File: config.mk
export PLATFORM = sky130hd
export DESIGN_NAME = switch_in_arbiter
export DESIGN_NICKNAME = d
export VERILOG_FILES = /design/src/rtl/switch_in_arbiter.sv
export SDC_FILE = /design/constraint.sdc
export NUM_CORES = 1
export LEC_CHECK = 0
export ABC_CLOCK_PERIOD_IN_PS = 7450
export BUFFER_PORTS_ARGS = -buffer_cell sky130_fd_sc_hd__buf_4
export CORE_MARGIN = 1
export CORE_UTILIZATION = 53
export DETAILED_ROUTE_END_ITERATION = 10
export PLACE_DENSITY = 0.89
export SLEW_MARGIN = 40
export SYNTH_ARGS = -nofsm -noshare
export SYNTH_HDL_FRONTEND = slang
export SYNTH_SLANG_ARGS = --single-unit
export TNS_END_PERCENT = 50
File: constraint.sdc
create_clock -name clk -period 7.45 [get_ports clk]
set_input_delay 0.3725 -clock clk [delete_from_list [all_inputs] [get_ports clk]]
set_output_delay 0.3725 -clock clk [all_outputs]
set_load 0.1 [all_outputs]
File: src/rtl/switch_in_arbiter.sv
// switch_in_arbiter
//
// Upstream stage of the switch-module delay line. Collects NUB independent
// valid/ready write-request ports into per-port single-entry holding registers,
// picks one held word per cycle by round-robin and presents it, registered and
// tagged with its source port index, to the downstream delay/alignment stage.
//
// Parameters:
//   WIDTH  data bits per port word
//   NUB    number of input ports (>= 2)
//   PTR_W  port-index width, must equal ceil(log2(NUB))
//
// Ports:
//   clk        system clock, all state on rising edge
//   rst        asynchronous, active-high reset
//   in_valid   per-port request valid (bit j = port j)
//   in_data    port j word at bits [(j+1)*WIDTH-1 : j*WIDTH]
//   in_ready   per-port accept; transfer when in_valid[j] & in_ready[j]
//   out_valid  registered output word valid
//   out_data   registered selected word
//   out_port   index of the port that supplied out_data
//   out_ready  downstream accept; fire = out_valid & out_ready
//
// Build option:
//   SWITCH_ARB_PORT0_PRIO_EN  when defined, port 0 has strict priority over the
//                             round-robin ports 1..NUB-1 and its grants leave the
//                             round-robin pointer untouched. Port list and timing
//                             are identical in both builds.

module switch_in_arbiter #(
    parameter int unsigned WIDTH = 16,
    parameter int unsigned NUB   = 4,
    parameter int unsigned PTR_W = 2
) (
    input  logic                 clk,
    input  logic                 rst,
    input  logic [NUB-1:0]       in_valid,
    input  logic [WIDTH*NUB-1:0] in_data,
    output logic [NUB-1:0]       in_ready,
    output logic                 out_valid,
    output logic [WIDTH-1:0]     out_data,
    output logic [PTR_W-1:0]     out_port,
    input  logic                 out_ready
);

    // Pointer starts at the last port so that port 0 wins the first grant.
    localparam logic [PTR_W-1:0] RR_RESET = PTR_W'(NUB - 1);

    // Holding registers, one entry per port.
    logic [NUB-1:0]   hold_valid_q;
    logic [WIDTH-1:0] hold_data_q [NUB];

    // Arbitration state and output register.
    logic [PTR_W-1:0] rr_ptr_q;
    logic             out_valid_q;
    logic [WIDTH-1:0] out_data_q;
    logic [PTR_W-1:0] out_port_q;

    logic             any_hold;
    logic             load;
    logic [PTR_W-1:0] rr_grant;
    logic [PTR_W-1:0] grant;
    logic             rr_update;
    logic [NUB-1:0]   take;
    logic [NUB-1:0]   in_xfer;

    // (base + off) mod NUB for base < NUB and off <= NUB.
    function automatic logic [PTR_W-1:0] wrap_idx(input logic [PTR_W-1:0] base,
                                                  input int unsigned      off);
        int unsigned sum;
        sum = 32'(base) + off;
        if (sum >= NUB) begin
            sum = sum - NUB;
        end
        return PTR_W'(sum);
    endfunction

    assign any_hold = |hold_valid_q;

    // The output register accepts a new word when it is empty or draining this
    // cycle, and only if some port has a word waiting.
    assign load = (~out_valid_q | out_ready) & any_hold;

    // Round-robin search: first held port after rr_ptr, wrapping modulo NUB.
    always_comb begin
        logic             found;
        logic [PTR_W-1:0] idx;
        found    = 1'b0;
        rr_grant = '0;
        for (int unsigned k = 1; k <= NUB; k++) begin
            idx = wrap_idx(rr_ptr_q, k);
            if (!found && hold_valid_q[idx]) begin
                found    = 1'b1;
                rr_grant = idx;
            end
        end
    end

`ifdef SWITCH_ARB_PORT0_PRIO_EN
    // Port 0 bypasses the rotation entirely. When it is idle the round-robin
    // search above naturally lands on ports 1..NUB-1 only.
    always_comb begin
        if (hold_valid_q[0]) begin
            grant     = '0;
            rr_update = 1'b0;
        end else begin
            grant     = rr_grant;
            rr_update = 1'b1;
        end
    end
`else
    assign grant     = rr_grant;
    assign rr_update = 1'b1;
`endif

    always_comb begin
        take = '0;
        if (load) begin
            take[grant] = 1'b1;
        end
    end

    // A draining entry may be refilled in the same cycle; in_ready never looks
    // at in_valid so there is no combinational loop through upstream.
    assign in_ready = ~hold_valid_q | take;
    assign in_xfer  = in_valid & in_ready;

    always_ff @(posedge clk or posedge rst) begin
        if (rst) begin
            hold_valid_q <= '0;
            for (int j = 0; j < int'(NUB); j++) begin
                hold_data_q[j] <= '0;
            end
        end else begin
            for (int j = 0; j < int'(NUB); j++) begin
                // A new transfer wins over a take: the entry stays valid with
                // the fresh word.
                if (in_xfer[j]) begin
                    hold_valid_q[j] <= 1'b1;
                    hold_data_q[j]  <= in_data[j*WIDTH +: WIDTH];
                end else if (take[j]) begin
                    hold_valid_q[j] <= 1'b0;
                end
            end
        end
    end

    always_ff @(posedge clk or posedge rst) begin
        if (rst) begin
            out_valid_q <= 1'b0;
            out_data_q  <= '0;
            out_port_q  <= '0;
            rr_ptr_q    <= RR_RESET;
        end else if (load) begin
            out_valid_q <= 1'b1;
            out_data_q  <= hold_data_q[grant];
            out_port_q  <= grant;
            if (rr_update) begin
                rr_ptr_q <= grant;
            end
        end else if (out_ready) begin
            // Drained with nothing to reload: data and tag keep their values.
            out_valid_q <= 1'b0;
        end
    end

    assign out_valid = out_valid_q;
    assign out_data  = out_data_q;
    assign out_port  = out_port_q;

endmodule

==> results.tsv <==
stage	metric	value	unit
layout	Fillers	498	
logic_synthesis	syn nets	341	
hold_path	hold crit path type	in2async	
critical_path	delay-heaviest family, CP	compound AO/OA/AOI/OAI gates	
layout	Layout Nets	434	
routing	Detail Route Antenna Nets	0	
logic_synthesis	Netlist cell types	36	
layout	Antenna diodes	0	
routing	met3 routed WL	440	µm
routing	DRC	0	
critical_path	crit-path max cell delay	580	ps
critical_path	reg2reg start	hold_valid_q[3]	
layout	area taken by multi-input logic gates	1620	µm²
grt	Total Routing Usage GR	22.4	%
critical_path	critical path startpoint category	flip-flop	
logic_synthesis	top cells by area, synth	dfrtp_1, mux2_2, mux2i_1, mux2_1, mux2_4	
die	Core Area	6940	µm²
timing	setup TNS	0	ps
logic_synthesis	synthesized area	3900	µm²
critical_path	Critical path origin	rr_ptr_q[0]	
clock_network	clock-pin slew on the worst setup and hold paths	90	ps
die	full die area	7710	µm²
clock_network	Clock Path Buffers	2	
logic_synthesis	Post-Synth Simple-Gate Area	2.60	%
critical_path	critical path depth in cells	4	
clock_network	CTS buffer count	9	
layout	layout cells sized above 1	44.8	%
critical_path	Worst Setup EP	in_ready[0]	
routing	Max Used Layer	met4	
logic_synthesis	post-synth top area share	55.8	%
timing	fin. max-slew vios	0	
routing	routed via count	2567	
logic_synthesis	multiplexer area fraction after synthesis	27.9	%
timing	crit path time final	2960	ps
place	PortBufs	93	
routing	Routed WL per cell	17.6	µm
critical_path	crit path max fanout	34	
critical_path	number of buffers and inverters on the critical path	1	
logic_synthesis	sequential area share after synthesis	57.1	%
critical_path	Worst R2R Path Depth	5	
clock_network	CTS root buf	clkbuf_8	
clock_network	clk_lat worst skew	350	ps
timing	period utilisation layout	39.7	%
timing	setup violators final	0	
logic_synthesis	compound-gate portion of the synthesized area	10.3	%
clock_network	clock sink count	89	
critical_path	CP Capture Type	primary output	
routing	via-per-instance ratio	5.53	
timing	RSZ-0062 raised after global routing	no	
routing	M1 WL	3630	µm
logic_synthesis	synth warn	0	
logic_synthesis	main combinational cell family by area after synthesis	multiplexers	
die	Starting Density	56.2	%
die	Die Width	87.8	µm
critical_path	Arr. time, crit path	2580	ps
timing	Setup Skew	13.9	ps
clock_network	TritonCTS clock tree	yes	
grt	vias in the first global route	2667	
routing	TritonRoute pass-1 iters	4	
critical_path	CP Class	reg2out	
timing	Relative slew margins	48.5	%
logic_synthesis	XOR/XNOR Fraction of Synth Area	0	%
grt	largest net degree at the start of global routing	90	
timing	Worst Tran Pin Value	772	ps
routing	WL final	8150	µm
layout	area grow syn2layout	24.8	%
logic_synthesis	Synth Instances	270	
logic_synthesis	syn_area_per_cell	14.5	µm²
grt	GR Overflow Total	0	
timing	Final Hold Fails	0	
place	Post-DP HPWL	5750	µm
logic_synthesis	Adder-Cell Fraction of Synth Area	0	%
die	IO Pins	94	
place	GP Congestion	0.856	
routing	WL met2	3900	µm
routing	DR iter-0 viols	125	
clock_network	Hold Buf Count CTS	0	
clock_network	H-tree depth	3	
grt	initial antenna violation count	0	
grt	first-pass GRT wire length	12800	µm
clock_network	post-CTS setup buffer count	0	
timing	fmax	338	MHz
die	die height	87.8	µm
critical_path	R2R Setup Slk	4630	ps
layout	FF+latch area	2230	µm²
logic_synthesis	top cell type by total area after synthesis	dfrtp_1	
critical_path	Worst EP required	7080	ps
outcome	status	finished, final reports clean	
logic_synthesis	#FFs+latches synth	89	
flow_run	Max-cap violations	0	
clock_network	post_cts resized	0	
die	FP Rows	30	
critical_path	reg2reg end	out_data[2]	
critical_path	Slowest-stage cell, CP	o31a_4	
critical_path	worst-path cell chain	and3b_1 -> o31a_4 -> o41ai_4 -> buf_4	
sequential cells by signal (all words and copies together) (netlist names):
signal,count
out_valid,1
out_data,16
hold_valid_q,4
rr_ptr_q,2
out_port,2
hold_data_q,64
Yosys cell counts, drive strengths merged:
library cell and instances:
dfrtp 87, mux2 64, mux2i 33, o21ai 17
a2bb2oi 16, buf 10, nand2 6, nand2b 5
a21o 3, a21oi 3, clkbuf 3, inv 3
a21boi 2, dfstp 2, o211ai 2, o21a 2
o41ai 2, a21bo 1, and3b 1, nor2 1
nor2b 1, nor4 1, o22ai 1, o31a 1
o31ai 1, or2 1, or3 1
cells in the final DEF, fill, tap and decap left out:
cell type and instances:
a21o_1 3, nand2_1 4, or3_1 1, o41ai_4 1, a21oi_2 1, o22ai_2 1
buf_4 94, mux2_1 21, dfrtp_1 87, mux2_2 33, o31a_4 1, clkinvlp_4 2
clkinv_2 2, mux2i_1 33, o21a_1 2, a2bb2oi_1 16, a21oi_1 2, o31ai_1 1
o21ai_0 17, mux2_4 10, clkbuf_1 2, or2_2 1, a21bo_1 1, o41ai_2 1
o211ai_1 2, a21boi_4 2, nand2b_1 5, nor2b_1 1, inv_1 2, dfstp_2 2
nor4_1 1, nand2_2 1, nor2_1 1, nand2_4 1, clkinv_4 1, clkbuf_8 11
and3b_1 1
kinds of logic after synthesis:
logic type	after synthesis
DFF	89
AOI/OAI and AO/OA	51
buffers and inverters	16
and+or+nand+nor	17
muxes	97
through the flow:
stage          utilization (%)  hold slack [ps]  std cells  setup WS (ps)  instance area, µm²
4_1_cts                   69.9              222        464           4510                4850
6_report                  70.1              209        464           4490                4870
3_5_place_dp              67.4              470        448           4560                4680
3_3_place_gp              67.2              465        448           4230                4670
5_1_grt                   70.1              222        464           4420                4870
2_1_floorplan                -              457        270           3480                3900
routing by layer:
layer | global-route usage [%] | vias to the layer above
met3 | 4.24 | 13
met2 | 35.8 | 90
met1 | 29.9 | 1290
li1 | - | 1174
met5 | 0 | -
met4 | 10.4 | 0
final cells by class:
class,instances,area share [%]
inverters,3,0.257
multi-input cells,165,33.2
clock inverters,4,0.591
flip-flops and latches,89,45.8
repair buffers,95,14.8
well taps,96,2.47
clock buffers,12,2.98
worst min path at each step:
stage | from | to | slack, ps | depth (start not counted)
6_report | rst | hold_data_q[11] | 210 | 3
3_3_place_gp | out_port[1] | out_port[1] | 470 | 1
3_5_place_dp | out_port[1] | out_port[1] | 470 | 1
5_1_grt | in_data[47] | hold_data_q[31] | 220 | 2
4_1_cts | in_data[53] | hold_data_q[5] | 220 | 2
2_1_floorplan | hold_data_q[32] | hold_data_q[32] | 460 | 1
worst min-delay path: stages:
cell and delay [ps]:
buf_4 110, clkinv_2 30, clkbuf_8 540
Power is left out: the tool's default activity adds up to more than one toggle a clock period on the data nets, which glitch-free logic cannot reach.
